$ cat config.mk
export PLATFORM = sky130hd
export DESIGN_NAME = uart_tx_dev
export DESIGN_NICKNAME = d
export VERILOG_FILES = /design/src/rtl/uart_tx_dev_pkg.sv /design/src/rtl/uart_tx_fifo.sv /design/src/rtl/uart_tx_dev.sv
export SDC_FILE = /design/constraint.sdc
export NUM_CORES = 1
export LEC_CHECK = 0
export CAP_MARGIN = 20
export CORE_MARGIN = 1.5
export CORE_UTILIZATION = 48
export DETAILED_ROUTE_END_ITERATION = 7
export PLACE_DENSITY = 0.78
export REMOVE_ABC_BUFFERS = 1
export SETUP_SLACK_MARGIN = 0.4
export SLEW_MARGIN = 30
export SYNTH_ARGS = -nofsm -noshare
export SYNTH_HDL_FRONTEND = slang
export SYNTH_SLANG_ARGS = --single-unit
$ cat constraint.sdc
create_clock -name clk -period 2.9 [get_ports clk]
set_clock_uncertainty 0.2 [all_clocks]
set_input_delay 0.29 -clock clk [delete_from_list [all_inputs] [get_ports clk]]
set_output_delay 0.29 -clock clk [all_outputs]
set_load 0.1 [all_outputs]
$ cat src/rtl/uart_tx_dev_pkg.sv
// Shared definitions for the UART transmitter device: register offsets,
// CTRL/STATUS bit positions and the transmitter state encoding.
package uart_tx_dev_pkg;

  // Word offsets decoded from Addr[3:2] of the byte address.
  localparam logic [1:0] OFF_CTRL    = 2'd0;
  localparam logic [1:0] OFF_DIVISOR = 2'd1;
  localparam logic [1:0] OFF_TXDATA  = 2'd2;
  localparam logic [1:0] OFF_STATUS  = 2'd3;

  // CTRL bits.
  localparam int CTRL_TXEN = 0;
  localparam int CTRL_IEN  = 1;

  // STATUS bits.
  localparam int ST_BUSY    = 0;
  localparam int ST_FULL    = 1;
  localparam int ST_EMPTY   = 2;
  localparam int ST_OVF     = 3;
  localparam int ST_CNT_LSB = 4;
  localparam int ST_CNT_W   = 5;

  typedef enum logic [1:0] {
    TX_IDLE  = 2'd0,
    TX_START = 2'd1,
    TX_DATA  = 2'd2,
    TX_STOP  = 2'd3
  } tx_state_e;

  // Packs the STATUS word; the count field is five bits wide so that
  // a 16-entry FIFO can report a full count.
  function automatic logic [31:0] pack_status(
    input logic       busy,
    input logic       full,
    input logic       empty,
    input logic       ovf,
    input logic [4:0] cnt
  );
    logic [31:0] s;
    s = '0;
    s[ST_BUSY]  = busy;
    s[ST_FULL]  = full;
    s[ST_EMPTY] = empty;
    s[ST_OVF]   = ovf;
    s[ST_CNT_LSB +: ST_CNT_W] = cnt;
    return s;
  endfunction

endpackage

$ cat src/rtl/uart_tx_fifo.sv
// Transmit FIFO: DEPTH entries of WIDTH bits, head visible on dout.
// Ports: push/din write, pop advances head, count/full/empty status.
module uart_tx_fifo #(
  parameter int DEPTH = 4,
  parameter int WIDTH = 8
) (
  input  logic                     clk,
  input  logic                     reset,
  input  logic                     push,
  input  logic                     pop,
  input  logic [WIDTH-1:0]         din,
  output logic [WIDTH-1:0]         dout,
  output logic [$clog2(DEPTH):0]   count,
  output logic                     full,
  output logic                     empty
);

  localparam int AW = $clog2(DEPTH);
  localparam int CW = AW + 1;

  logic [WIDTH-1:0] mem_q [DEPTH];
  logic [AW-1:0]    wr_ptr_q, wr_ptr_d;
  logic [AW-1:0]    rd_ptr_q, rd_ptr_d;
  logic [CW-1:0]    count_q, count_d;
  logic             wr_en, rd_en;

  assign full  = (count_q == CW'(DEPTH));
  assign empty = (count_q == '0);
  assign count = count_q;
  assign dout  = mem_q[rd_ptr_q];

  // A pop in the same cycle frees a slot, so a push into a full
  // FIFO is still accepted then.
  assign rd_en = pop & ~empty;
  assign wr_en = push & (~full | rd_en);

  // Power-of-two depth: pointers wrap by natural overflow.
  always_comb begin
    wr_ptr_d = wr_ptr_q;
    rd_ptr_d = rd_ptr_q;
    count_d  = count_q;
    if (wr_en) wr_ptr_d = wr_ptr_q + AW'(1);
    if (rd_en) rd_ptr_d = rd_ptr_q + AW'(1);
    unique case ({wr_en, rd_en})
      2'b10:   count_d = count_q + CW'(1);
      2'b01:   count_d = count_q - CW'(1);
      default: count_d = count_q;
    endcase
  end

  always_ff @(posedge clk or posedge reset) begin
    if (reset) begin
      wr_ptr_q <= '0;
      rd_ptr_q <= '0;
      count_q  <= '0;
    end else begin
      wr_ptr_q <= wr_ptr_d;
      rd_ptr_q <= rd_ptr_d;
      count_q  <= count_d;
    end
  end

  always_ff @(posedge clk or posedge reset) begin
    if (reset) begin
      for (int i = 0; i < DEPTH; i++) mem_q[i] <= '0;
    end else if (wr_en) begin
      mem_q[wr_ptr_q] <= din;
    end
  end

endmodule

$ cat src/rtl/uart_tx_dev.sv
// Memory-mapped 8N1 UART transmitter with FIFO and drain interrupt.
// Ports: clk/reset, device bus (Addr, WE, Din, Dout), IRQ, txd.
module uart_tx_dev
  import uart_tx_dev_pkg::*;
#(
  parameter int          FIFO_DEPTH = 4,
  parameter logic [15:0] DIV_RESET  = 16'd433
) (
  input  logic        clk,
  input  logic        reset,
  input  logic [29:0] Addr,
  input  logic        WE,
  input  logic [31:0] Din,
  output logic [31:0] Dout,
  output logic        IRQ,
  output logic        txd
);

  localparam int CW = $clog2(FIFO_DEPTH) + 1;

  logic        txen_q, txen_d;
  logic        ien_q, ien_d;
  logic        ovf_q, ovf_d;
  logic [15:0] div_q, div_d;

  tx_state_e   state_q, state_d;
  logic [15:0] divcnt_q, divcnt_d;
  logic [2:0]  bitcnt_q, bitcnt_d;
  logic [7:0]  shift_q, shift_d;
  logic        txd_q, txd_d;

  logic          wr_ctrl, wr_div, wr_data;
  logic          fifo_pop;
  logic [7:0]    fifo_dout;
  logic [CW-1:0] fifo_count;
  logic          fifo_full, fifo_empty;
  logic          busy;
  logic          unused_bits;

  assign unused_bits = ^{Addr[29:2], Din[31:16]};

  assign wr_ctrl = WE & (Addr[1:0] == OFF_CTRL);
  assign wr_div  = WE & (Addr[1:0] == OFF_DIVISOR);
  assign wr_data = WE & (Addr[1:0] == OFF_TXDATA);

  assign busy = (state_q != TX_IDLE);
  assign IRQ  = ien_q & fifo_empty & ~busy;
  assign txd  = txd_q;

  uart_tx_fifo #(
    .DEPTH (FIFO_DEPTH),
    .WIDTH (8)
  ) u_fifo (
    .clk   (clk),
    .reset (reset),
    .push  (wr_data),
    .pop   (fifo_pop),
    .din   (Din[7:0]),
    .dout  (fifo_dout),
    .count (fifo_count),
    .full  (fifo_full),
    .empty (fifo_empty)
  );

  // Register file updates.
  always_comb begin
    txen_d = txen_q;
    ien_d  = ien_q;
    ovf_d  = ovf_q;
    div_d  = div_q;
    if (wr_ctrl) begin
      txen_d = Din[CTRL_TXEN];
      ien_d  = Din[CTRL_IEN];
      ovf_d  = 1'b0;
    end
    if (wr_div) div_d = Din[15:0];
    if (wr_data & fifo_full & ~fifo_pop) ovf_d = 1'b1;
  end

  // Frame sequencer. Every bit ends on the clock where divcnt hits
  // zero; the reload uses the current DIVISOR so a mid-frame write
  // only stretches later bits.
  always_comb begin
    state_d  = state_q;
    divcnt_d = divcnt_q;
    bitcnt_d = bitcnt_q;
    shift_d  = shift_q;
    fifo_pop = 1'b0;
    unique case (state_q)
      TX_IDLE: begin
        if (txen_q & ~fifo_empty) begin
          fifo_pop = 1'b1;
          shift_d  = fifo_dout;
          divcnt_d = div_q;
          state_d  = TX_START;
        end
      end
      TX_START: begin
        if (divcnt_q == 16'd0) begin
          divcnt_d = div_q;
          bitcnt_d = 3'd0;
          state_d  = TX_DATA;
        end else begin
          divcnt_d = divcnt_q - 16'd1;
        end
      end
      TX_DATA: begin
        if (divcnt_q == 16'd0) begin
          divcnt_d = div_q;
          shift_d  = {1'b0, shift_q[7:1]};
          if (bitcnt_q == 3'd7) begin
            state_d = TX_STOP;
          end else begin
            bitcnt_d = bitcnt_q + 3'd1;
          end
        end else begin
          divcnt_d = divcnt_q - 16'd1;
        end
      end
      TX_STOP: begin
        if (divcnt_q == 16'd0) begin
          if (txen_q & ~fifo_empty) begin
            fifo_pop = 1'b1;
            shift_d  = fifo_dout;
            divcnt_d = div_q;
            state_d  = TX_START;
          end else begin
            state_d  = TX_IDLE;
          end
        end else begin
          divcnt_d = divcnt_q - 16'd1;
        end
      end
      default: state_d = TX_IDLE;
    endcase
  end

  // txd is registered from the current state, so the line lags the
  // state by one clock.
  always_comb begin
    txd_d = 1'b1;
    unique case (state_q)
      TX_START: txd_d = 1'b0;
      TX_DATA:  txd_d = shift_q[0];
      default:  txd_d = 1'b1;
    endcase
  end

  always_ff @(posedge clk or posedge reset) begin
    if (reset) begin
      txen_q   <= 1'b0;
      ien_q    <= 1'b0;
      ovf_q    <= 1'b0;
      div_q    <= DIV_RESET;
      state_q  <= TX_IDLE;
      divcnt_q <= '0;
      bitcnt_q <= '0;
      shift_q  <= '0;
      txd_q    <= 1'b1;
    end else begin
      txen_q   <= txen_d;
      ien_q    <= ien_d;
      ovf_q    <= ovf_d;
      div_q    <= div_d;
      state_q  <= state_d;
      divcnt_q <= divcnt_d;
      bitcnt_q <= bitcnt_d;
      shift_q  <= shift_d;
      txd_q    <= txd_d;
    end
  end

  // Read mux.
  always_comb begin
    Dout = '0;
    unique case (Addr[1:0])
      OFF_CTRL: begin
        Dout[CTRL_TXEN] = txen_q;
        Dout[CTRL_IEN]  = ien_q;
      end
      OFF_DIVISOR: Dout[15:0] = div_q;
      OFF_TXDATA:  Dout = '0;
      OFF_STATUS: begin
        Dout = pack_status(busy, fifo_full, fifo_empty, ovf_q,
                           ST_CNT_W'(fifo_count));
      end
      default: Dout = '0;
    endcase
  end

endmodule

## Word level (Yosys, flattened, before mapping)

Index checks and enable logic that the tools add are counted.
W data, S select, Z words.

| cells by class | value |
|---|---|
| add/subtract/negate cells | 6 |
| multiplexer cells | 34 |
| equality and inequality tests | 16 |
| bitwise logic cells | 17 |
| $lt $le $gt $ge | 3 |
| reductions and logical operators | 14 |

Operators with widths:

| cell | count |
|---|---|
| $mux W16 | 3 |
| $mux W8 | 6 |
| $pmux W16 S3 | 1 |
| $bwmux W32 | 1 |
| $pmux W14 S2 | 1 |
| $pmux W8 S3 | 1 |
| $bmux W8 S2 | 1 |
| $demux W8 S2 | 1 |
| $logic_not A16 Y1 | 1 |
| $pmux W2 S4 | 2 |
| $sub A16 B1 Y16 const B | 1 |
| $ne A2 B2 Y1 const B | 6 |
| $pmux W3 S2 | 2 |
| $and A1 B1 Y1 | 10 |
| $eq A2 B2 Y1 const B | 5 |
| $mux W2 | 5 |
| $mux W3 | 3 |
| $reduce_bool A2 Y1 | 4 |
| $add A3 B1 Y3 const B | 2 |
| $eq A2 B1 Y1 const B | 3 |
| $eq A3 B3 Y1 const B | 2 |
| $ge A3 B3 Y1 const B | 2 |
| $not A2 Y3 | 2 |
| $mux W1 | 5 |
| 14 further kinds | 20 |

| storage, ports and cells | value |
|---|---|
| logic and storage cells | 106 |
| output and inout bits | 34 |
| input bits | 65 |
| register bits | 88 |

## Depth between registers and ports, before layout

Gate-level depths: netlist of run 1.

| depth | value |
|---|---|
| depth in word-level cells | 11 |
| mapped depth | 12 |
| depth with buffers taken out | 12 |

## Cells and area by module

From an unflattened synthesis of run 1, not the netlist that was laid out.

| second synthesis, totals | value |
|---|---|
| cell total of the unflattened synthesis | 445 |
| area, all modules | 5013.6 um^2 |

Modules (own cells, without submodules):

| module | area an instance (um^2) | cells an instance | times used | seq. area each (um^2) |
|---|---|---|---|---|
| uart_tx_dev | 3208.1 | 329 | 1 | 1233.7 |
| uart_tx_fifo | 1805.5 | 116 | 1 | 975.9 |

## Worst setup path after synthesis of run 1

No wires, ideal clock.

| timing path | value |
|---|---|
| kind | register -> register |
| start point | register state_q[0] |
| end point | register u_fifo.count_q[2] (netlist: u_fifo.count[2]) |
| buffers on the path | 0 |
| required time | 2575 ps |
| arrival | 2818 ps |
| clock period less this slack | 3143 ps |
| library setup time | 125 ps |
| path slack | -243 ps |
| stages on the path, launching flop included | 12 |
| path through | dfrtp_1 > inv_1 > ha_1 > or3b_2 > a31oi_2 > nand2_1 > ha_1 > inv_1 > fa_1 > xor2_1 > nor2_1 > xor2_1 |

| between the ends | value |
|---|---|
| cells in the longest elaborated chain, start to end | 7 |
| elaborated cells on any way between the ends | 10 |
| classes of those cells | eq/ne: 3; mux: 2; bitwise: 3; reduce/logical: 2 |

RTL lines:

| item | line | text |
|---|---|---|
| from (decl) | uart_tx_dev.sv:26 | `tx_state_e state_q, state_d;` |
| from (signal assigned) | uart_tx_dev.sv:165 | `state_q <= state_d;` |
| $eq A2 B2 Y1 / $logic_not A2 Y1 (equally long branches) | uart_tx_dev.sv:89 | `unique case (state_q)` |
| $pmux W1 S2 (*) | uart_tx_dev.sv:89 |  |
| $and A1 B1 Y1 (*) | uart_tx_fifo.sv:34 | `assign rd_en = pop & ~empty;` |
| $or A1 B1 Y1 | uart_tx_fifo.sv:35 | `assign wr_en = push & (~full \| rd_en);` |
| $and A1 B1 Y1 | uart_tx_fifo.sv:35 |  |
| $eq A2 B1 Y1 / $eq A2 B2 Y1 (equally long branches) | uart_tx_fifo.sv:44 | `unique case ({wr_en, rd_en})` |
| $pmux W3 S2 / $reduce_bool A2 Y1 (equally long branches) | n/a |  |
| to (signal assigned) | uart_tx_fifo.sv:59 | `count_q <= count_d;` |
| to (decl) | uart_tx_fifo.sv:24 | `logic [CW-1:0] count_q, count_d;` |

Mark *: on every way between the ends. The rest lies on a longest branch, timed or not.
A chain may end at the register's enable or synchronous reset.

## Worst setup path in the final report of run 1

| timing path | value |
|---|---|
| start point | register divcnt_q[13] |
| end point | register u_fifo.count_q[2] (netlist: u_fifo.count[2]) |

| between the ends | value |
|---|---|
| cells in the longest elaborated chain, start to end | 8 |
| elaborated cells on any way between the ends | 10 |
| classes of those cells | eq/ne: 2; mux: 3; bitwise: 3; reduce/logical: 2 |

RTL lines:

| item | line | text |
|---|---|---|
| from (decl) | uart_tx_dev.sv:27 | `logic [15:0] divcnt_q, divcnt_d;` |
| from (signal assigned) | uart_tx_dev.sv:166 | `divcnt_q <= divcnt_d;` |
| $logic_not A16 Y1 (*) | uart_tx_dev.sv:121 | `if (divcnt_q == 16'd0) begin` |
| $mux W1 (*) | uart_tx_dev.sv:121 |  |
| $pmux W1 S2 (*) | uart_tx_dev.sv:89 |  |
| $and A1 B1 Y1 (*) | uart_tx_fifo.sv:34 |  |
| $or A1 B1 Y1 | uart_tx_fifo.sv:35 |  |
| $and A1 B1 Y1 | uart_tx_fifo.sv:35 |  |
| $eq A2 B1 Y1 / $eq A2 B2 Y1 (equally long branches) | uart_tx_fifo.sv:44 |  |
| $pmux W3 S2 / $reduce_bool A2 Y1 (equally long branches) | n/a |  |

Marks and branches as above.

==> results of run 1 <==
-- registers in the layout, indices dropped and copies added, names as in the netlist, 2 cells and up --
signal and flops:
shift_q 8, u_fifo.rd_ptr_q 2, state_q 2, u_fifo.count 3, u_fifo.mem_q 32, bitcnt_q 3
u_fifo.wr_ptr_q 2, div_q 16, divcnt_q 16
-- critical path, cell delays in order (launching register included) --
cell and delay (ns):
dfrtp_1 0.39, or4_4 0.57, buf_6 0.15, nor4_4 0.33
a211o_4 0.22, nand2_4 0.06, ha_4 0.17, inv_2 0.05
fa_2 0.18, xor2_1 0.15, nor2_1 0.07, xor2_1 0.15
-- area by class of cell --
cell class	instances	area (sq um)
Inverter	15	57.6
Tap cell	136	170
Fill cell	782	3590
Antenna cell	1	2.50
Multi-Input combinational cell	355	3080
Clock inverter	6	53.8
Clock buffer	9	124
Timing Repair Buffer	99	1080
Sequential cell	88	2210
-- layout by cell type, fill, tap and decap left out, types with 6 or more instances in the layout --
master / instances
dfrtp_1: 80
mux2_2: 51
buf_4: 48
nor2_1: 33
nand2_1: 30
clkdlybuf4s50_1: 20
mux2i_1: 18
buf_12: 17
conb_1: 16
o21ai_0: 13
ha_1: 13
a21oi_1: 12
inv_1: 10
and2_1: 10
o21ai_2: 9
clkbuf_8: 9
buf_6: 9
nor2b_1: 8
mux4_2: 8
a21oi_2: 8
a22o_1: 7
xor2_1: 6
xnor2_1: 6
a221oi_2: 6
o22ai_1: 6
and3_1: 6
dfstp_2: 6
-- timing repair --
| action | CTS | global route |
|---|---|---|
| setup buffers | 5 | 11 |
| gates cloned | 2 | 1 |
| setup endpoints to repair | 54 | 63 |
| hold endpoints to repair | 0 | 0 |
| gates resized for setup | 53 | 53 |
| pin swaps | 21 | 33 |
-- stage by stage --
step                cell area, sq um  power [mW]
finish                          6780        7.36
global route                    6780        7.77
detailed placement              6040        5.72
floorplan                       5000        4.54
global placement                6040        5.54
CTS                             6470        6.82
-- synth_stat cells, types with 6 or more instances --
cell	number	area share, %
mux2_2	51	11
xnor2_1	6	1.0
buf_4	16	2.3
o22ai_1	6	0.73
mux2i_1	18	3.5
inv_1	14	1.0
a22o_1	7	1.2
and2_1	10	1.2
and3_1	6	0.73
a221oi_1	8	1.4
xor2_1	6	1.0
nand2_1	33	2.4
clkbuf_1	22	1.6
mux4_2	8	3.5
nor2b_1	8	0.97
dfrtp_1	82	40
ha_1	15	3.6
dfstp_2	6	3.0
nand3_1	7	0.68
o21ai_0	24	2.3
a21oi_1	21	2.0
nor2_1	36	2.6
-- power groups by stage --
stage               Clock, mW  Combinational, mW  Sequential [mW]
global placement            0               3.41             2.13
detailed placement          0               3.54             2.17
finish                  0.800               4.37             2.18
floorplan                   0               2.40             2.14
CTS                     0.819               3.84             2.16
global route            0.857               4.67             2.24
-- routing by layer --
metal | share of wire (%) | track usage (%) | up-vias
met1 | 38 | 28.1 | 2085
met4 | 3.2 | 9.81 | 0
li1 | - | - | 1906
met5 | 0 | 0 | -
met2 | 53 | 42.8 | 150
met3 | 5.1 | 3.83 | 38
-- logic make-up (layout without fill, tap and decap cells) --
kind of cell,after synthesis,count (layout),share of synthesized area [%]
XOR/XNOR,12,12,2.03
adder cells (fa/ha/maj),16,16,4.02
other,1,17,0.0725
AO/OA/AOI/OAI,105,105,13.7
flip-flops,88,88,42.7
AND/OR/NAND/NOR,127,127,13.4
multiplexers,79,79,18.5
buffers and inverters,59,129,5.56
-- final timing paths --
| kind | slack, ns | from | to |
|---|---|---|---|
| max in group asynchronous | 1.78 | reset | div_q[7] |
| worst min register to register | 0.29 | shift_q[5] | shift_q[5] |
| worst max register to register | 0.09 | divcnt_q[13] | u_fifo.count[2] |
| worst min-delay path | 0.02 | reset | bitcnt_q[1] |
| worst max-delay path | 0.09 | divcnt_q[13] | u_fifo.count[2] |
| min in group clk | 0.29 | shift_q[5] | shift_q[5] |
==> metrics.cfg, run 1 <==
[route]
ant_nets = 0
viasPerCell = 5.89
avgRoutedWirePerCell_microns = 19.1
wirelength_mm = 13.5
drc = 0
initialDrtViolationCount = 264
vias = 4179
firstDrtPassIters = 7

[global_routing]
grt_pass1_vias = 4139
antenna_found_initial = 0
grt-ovfl-total = 0
grt_max_degree = 44
globalRouteTotalUtil_pct = 23.8
grt_pass1_wl_mm = 21.0

[sta]
rsz0062_at_grt = true
fin_ws_ns = 0.0916
setup_viol = 0
slew_headroom_pct = 33.2
setup_tns_ns = 0
drv_slew = 0
hold_viol_final = 0
tightest_slew_ns = 0.992
whs_ns = 0.0154
fin_crit_sh_pct = 96.8
max_freq_mhz = 356
post-route-min-period_ns = 2.81

[floorplanning]
die_h_microns = 107
initial_core_util_pct = 49.9
io_pins = 99
fp.coreArea_sq_um = 10400
rows = 37
die_w_microns = 107
die_area_sq_um = 11400

[worst_setup_path]
reg2regPathDepth = 11
startpoint_type = flip-flop
crit_fanout = 2
endpoint_kind = flip-flop
cp.arrival_ns = 2.87
path_class = reg2reg
crit_required_ns = 2.96

[synth]
ys_async_sr_fraction_pct = 100
synth_cells = 487
synthesis.area_sq_um = 5170
synth-seq-area-share_pct = 42.7
avgSynthCellArea_sq_um = 10.6
synth_edf_count = 0
ys_types = 61
yosys_warnings = 0
synth-seq-cells = 88
synth_top_flop_cell = dfrtp_1

[power_and_ir_drop]
p_leak_nw = 2.92
combPwrFrac_pct = 59.4
p_switching_mw = 3.32
intPower_mw = 4.04
irDropWorstVdd_v = 0.000575
p_clk_share_pct = 10.9
sequentialPowerShare_pct = 29.7
p_per_area_nw_per_um2 = 1080
swShare_pct = 45.1

[cells_and_area]
fin_nets = 649
final_util_pct = 65.4
final_cells = 709
drive_above_1_share_pct = 40.7
area_growth_pct = 31.2

[placed_design]
pre_cts_ws_ns = -0.0625
place_congestion = 0.887
hpwl_mm = 8.72
placedCellCount = 674
port_buffers = 38

[clocking]
clockBufferDepth = 2
cts_hold_buffers = 0
clk_pin_slew_ns = 0.09
htreeDepth = 3
clockRootBuffer = clkbuf_8
tritoncts.num_buffers = 9
clock_latency_ns = 0.38
tritoncts = done
cts_sinks = 88

[run]
drv_cap = 0

[outcome]
outcome = complete, no violations

[hold_path]
min_path_type = in2async

(Power assumes the default switching activity.)
==> run 2, diff against run 1 <==
--- a/config.mk
+++ b/config.mk
@@ -7,9 +7,9 @@
 export LEC_CHECK = 0
 export CAP_MARGIN = 20
 export CORE_MARGIN = 1.5
-export CORE_UTILIZATION = 48
+export CORE_UTILIZATION = 53
 export DETAILED_ROUTE_END_ITERATION = 7
-export PLACE_DENSITY = 0.78
+export PLACE_DENSITY = 0.81
 export REMOVE_ABC_BUFFERS = 1
 export SETUP_SLACK_MARGIN = 0.4
 export SLEW_MARGIN = 30
==> constraint.sdc (replaced) <==
create_clock -name clk -period 2.7 [get_ports clk]
set_clock_uncertainty 0.2 [all_clocks]
set_input_delay 0.27 -clock clk [delete_from_list [all_inputs] [get_ports clk]]
set_output_delay 0.27 -clock clk [all_outputs]
set_load 0.1 [all_outputs]
==> run 2 against run 1 <==
Compared with the run above:
- the run now ends with setup timing left
- sequential share of layout area fell by 1.2 points
- register-to-register slack worse by 0.22 ns
- sequential power is 8% higher
- combinational power rose by 14%
- die area down 9.2%
- largest power group unchanged
==> metrics.cfg, run 2 (synthesis gave the netlist of run 1 again) <==
[route]
ant_nets = 0
vias = 4360
avgRoutedWirePerCell_microns = 20.0
drc = 0
initialDrtViolationCount = 271
viasPerCell = 6.07
firstDrtPassIters = 6
wirelength_mm = 14.4

[clocking]
tritoncts = done
clockBufferDepth = 2
cts_hold_buffers = 0
clock_latency_ns = 0.36
clockRootBuffer = clkbuf_8
clk_pin_slew_ns = 0.10
htreeDepth = 3
tritoncts.num_buffers = 9
cts_sinks = 88

[power_and_ir_drop]
p_per_area_nw_per_um2 = 1190
intPower_mw = 4.71
p_clk_share_pct = 12.8
swShare_pct = 43.8
combPwrFrac_pct = 59.1
sequentialPowerShare_pct = 28.1
irDropWorstVdd_v = 0.000670
p_leak_nw = 3.12
p_switching_mw = 3.67

[global_routing]
grt-ovfl-total = 0
globalRouteTotalUtil_pct = 27.5
grt_pass1_vias = 4311
grt_max_degree = 35
antenna_found_initial = 0
grt_pass1_wl_mm = 21.9

[floorplanning]
initial_core_util_pct = 55.4
die_area_sq_um = 10400
io_pins = 99
die_h_microns = 102
die_w_microns = 102
rows = 35
fp.coreArea_sq_um = 9330

[cells_and_area]
drive_above_1_share_pct = 42.6
top_register = u_fifo.mem_q
reg_top3 = u_fifo.mem_q: 32 flops, div_q: 16 flops, divcnt_q: 16 flops
stdcell_area_sq_um = 7020
mostFrequentLayoutCells = 82 x dfrtp_1, 53 x buf_4, 40 x mux2_2
layout_commonest_cell = dfrtp_1
largest_reg_flops = 32
antenna_cells = 0
fillCellCount = 563
fin_nets = 665
area_growth_pct = 35.8

[worst_setup_path]
crit_required_ns = 2.79
cp.arrival_ns = 2.91
startpoint_type = flip-flop
endpoint_kind = flip-flop
crit_fanout = 2
path_class = reg2reg

[sta]
tightest_slew_ns = 0.872
drv_slew = 0
slew_headroom_pct = 41.7
fin_crit_sh_pct = 105
post-route-min-period_ns = 2.83
setup_tns_ns = -0.453
whs_ns = 0.107
rsz0062_at_grt = true
fin_ws_ns = -0.126
setup_viol = 5
max_freq_mhz = 354
hold_viol_final = 0

[outcome]
violations = setup timing
outcome = complete, but fails checks

[placed_design]
port_buffers = 38
place_congestion = 0.921
placement.cell_area_sq_um = 6100
hpwl_mm = 8.92
pre_cts_ws_ns = -0.261

[hold_path]
min_path_type = in2async

[run]
drv_cap = 0

[run 2: cell count changes in the layout (fill, tap and decap cells not counted), sizes merged]
| cell | before | now |
|---|---|---|
| clkinvlp | 1 | 0 |
| bufinv | 0 | 2 |
| clkinv | 4 | 3 |
| buf | 79 | 94 |
| diode | 1 | 0 |
| clkbuf | 9 | 11 |
[run 2: layer usage]
layer / wire [microns] / track usage (%) / vias up
met4: 338 / 10.9 / 0
met2: 7680 / 49.9 / 193
met5: 0 / 0 / -
met3: 799 / 5.18 / 33
met1: 5550 / 31.9 / 2198
li1: - / - / 1936
[run 2: path summary, 6_finish.rpt]
kind                                 endpoint  cells past startpoint            start  slack (ns)
min in group clk              u_fifo.mem_q[2]                      1  u_fifo.mem_q[2]        0.31
hold reg to reg               u_fifo.mem_q[2]                      1  u_fifo.mem_q[2]        0.31
setup reg to reg           u_fifo.rd_ptr_q[0]                     14     divcnt_q[10]       -0.13
hold / removal                    divcnt_q[1]                      2            reset        0.11
setup / recovery           u_fifo.rd_ptr_q[0]                     14     divcnt_q[10]       -0.13
max in group asynchronous    u_fifo.mem_q[12]                      3            reset        1.53
[run 2: what timing repair did]
item                       4_1_cts  5_1_grt
gates cloned                     1        2
setup buffers                   14        8
setup endpoints to repair       65       77
pin swaps                       19       29
resized for setup               72       62
[run 2: layout make-up]
class / instances / area, sq um / share of cell area, %
multi-input cells: 355 / 3110 / 44.3
flip-flops and latches: 88 / 2210 / 31.5
repair buffers: 115 / 1250 / 17.8
well taps: 129 / 161 / 2.30
clock buffers: 10 / 138 / 1.96
clock inverters: 6 / 97.6 / 1.39
inverters: 15 / 57.6 / 0.820
[run 2: power by group through the flow]
stage                     Sequential (mW)  Combinational (mW)  Clock [mW]
after detailed placement             2.30                3.92           0
after global placement               2.25                3.77           0
after floorplan                      2.30                2.58           0
after global routing                 2.42                5.27        1.14
final                                2.35                4.96        1.08
after CTS                            2.30                4.36        1.09
[run 2: metrics by stage]
step	total power [mW]	utilization (%)	cells
6_report	8.39	75.3	718
5_1_grt	8.83	75.3	718
4_1_cts	7.75	71.8	708
3_5_place_dp	6.22	65.4	677
3_3_place_gp	6.02	65.4	677
2_1_floorplan	4.88	-	458
[run 2: critical path, cell delays in order, from the launching register on]
cell and delay [ns]:
dfrtp_1 0.38, or4_4 0.57, nor3_4 0.26, a41oi_4 0.22, nor2_4 0.19, buf_4 0.13
buf_6 0.08, buf_6 0.09, buf_6 0.09, buf_6 0.08, buf_6 0.08, buf_6 0.08
buf_6 0.08, buf_6 0.09, xor2_1 0.14
==> variant: new RTL, settings of run 1 <==
`FIFO_DEPTH`: 4 -> 2.
--- a/src/rtl/uart_tx_dev.sv
+++ b/src/rtl/uart_tx_dev.sv
@@ -5,3 +5,3 @@
 #(
-  parameter int          FIFO_DEPTH = 4,
+  parameter int          FIFO_DEPTH = 2,
   parameter logic [15:0] DIV_RESET  = 16'd433
Function: changed (a bounded check fails within 4 cycles, from zero or initial values and one cycle with reset high).
==> variant against run 1 <==
- synthesized area decreased by 20%
- via count down 17%
- sequential cell count down 19
- first-iteration DRC count up 27%
- routed wire length is 22% lower
- sequential power is 22% lower
- worst setup slack better by 120 ps
- design area fell by 21%
- critical path depth unchanged
- critical path type unchanged
- power is 18% lower
- highest routed layer unchanged
- largest power group unchanged
==> variant: results (changes against run 1) <==
* Status: finished clean (unchanged)
* Clk root buf: clkbuf_8 (unchanged)
* Clock transition at path regs at 80 ps
* CP top delay family: simple AND/OR/NAND/NOR gates (unchanged)
* Dpl ws at 227 ps (was -62.5 ps)
* Relative slew slack at 0.475 (was 0.332)
* Largest buffer count on any clock path at 2 (unchanged)
* Worst-Skew Late Latency at 350 ps (was 380 ps)
* Synth unique cells at 65 (was 61)
* Vias in the first global route at 3368 (was 4139)
* GRT Util Overall at 0.236 (was 0.238)
* Worst Path Arrival at 2770 ps (was 2870 ps)
* Asr flop ratio synth at 1.00 (unchanged)
* CP max stage cell: or4b_4 (was or4_4)
* Hold Crit Class: primary input to async pin (unchanged)
* Sw Share at 0.434 (was 0.451)
* Top cells by area, synth: dfrtp_1 (38%), mux2_2 (9.8%), mux2i_1 (4.1%) (was dfrtp_1 (40%), mux2_2 (11%), ha_1 (3.6%))
* Synthesized area per cell at 10.3 µm² (was 10.6 µm²)
* GPL Wtd Cong at 0.891 (was 0.887)
* Synth top cells by count: dfrtp_1 (63), mux2_2 (36), o21ai_0 (25), nand2_1 (24), nor2_1 (22) (was dfrtp_1 (82), mux2_2 (51), nor2_1 (36), nand2_1 (33), o21ai_0 (24))
* 1st-pass router iterations at 7 (unchanged)
* Inst Count DP at 541 (was 674)
* Detailed-placement wirelength estimate at 6870 µm (was 8720 µm)
* Top Registers: div_q: 16 flops, divcnt_q: 16 flops, u_fifo.mem_q: 16 flops (was u_fifo.mem_q: 32 flops, div_q: 16 flops, divcnt_q: 16 flops)
* Synth Warn # at 0 (unchanged)
* Max incr delay on CP at 470 ps (was 570 ps)
* Diode count at 0 (was 1)
* Sequential area share after synthesis at 0.421 (was 0.427)
* Initial antenna violation count at 0 (unchanged)
* Port Buf Inserts at 38 (unchanged)
* R2r startpoint: divcnt_q[0] (was divcnt_q[13])
* Critical Path Start Type: flip-flop (unchanged)
* TritonCTS Buffers at 9 (unchanged)
* Largest net degree at the start of global routing at 40 (was 44)
* Share of cells above drive strength 1 at 0.323 (was 0.407)
* Post-Route WL at 10600 µm (was 13500 µm)
* H-tree depth at 3 (unchanged)
* First-pass GRT wire length at 16600 µm (was 21000 µm)
* Detailed-route wire length per cell at 18.3 µm (was 19.1 µm)
* DR vias/cell at 5.99 (was 5.89)
* CP Max Fanout at 2 (unchanged)
* Cell leakage power at 2.33 nW (was 2.92 nW)
* Peak supply drop at 0.597 mV (was 0.575 mV)
* Placement Cell Area at 4750 µm² (was 6040 µm²)
* Initial detailed-routing violation count at 336 (was 264)
## variant: cell types whose count changed after synthesis, sizes merged, moves of 6 or more
cell / change
dfrtp: -19
mux2: -17
nor2: -14
clkbuf: -8
mux4: -8
nand2: -8
nor3: +8
inv: -6
## variant: routing by layer
metal / track usage / share of wire
met1: 0.310 / 0.42
met2: 0.386 / 0.49
met4: 0.113 / 0.032
met5: 0 / 0
met3: 0.0303 / 0.058
## variant: cell families (layout without fill, tap and decap cells)
kind of cell,count (synthesis),after routing,share of synthesized area
buf+inv,44,102,0.0687
xor+xnor,9,9,0.0192
other cells,1,16,0.000911
flops,69,69,0.421
simple gates,117,118,0.159
fa+ha+maj,11,11,0.0334
compound gates,95,95,0.157
mux,53,53,0.140
## variant: area by class of cell
type | count | area (µm²)
fill | 623 | 2910
multi-input combinational | 302 | 2320
sequential | 69 | 1740
timing repair buffer | 78 | 860
clock inverter | 7 | 145
tap | 105 | 131
clock buffer | 9 | 124
inverter | 8 | 30.0
## variant: final timing paths
| check | endpoint | slack, ps | depth (start not counted) |
|---|---|---|---|
| max | u_fifo.count[1] | 210 | 11 |
| min | divcnt_q[15] | 180 | 2 |
| max reg2reg | u_fifo.count[1] | 210 | 11 |
| min reg2reg | shift_q[3] | 290 | 2 |
| max in group asynchronous | div_q[4] | 1610 | 3 |
| min in group clk | shift_q[3] | 290 | 2 |
## variant: what timing repair did
item,in CTS,in global routing
endpoints found under the setup margin,33,46
buffers inserted,10,10
gates cloned,0,1
resized for setup,12,32
pin swaps,6,7
## variant: power groups by stage
stage / combinational, mW / sequential [mW] / clock, mW
global route: 3.53 / 1.74 / 1.12
detailed placement: 2.79 / 1.71 / 0
finish: 3.27 / 1.70 / 1.06
global placement: 2.71 / 1.68 / 0
floorplan: 2.00 / 1.67 / 0
CTS: 2.94 / 1.68 / 1.07
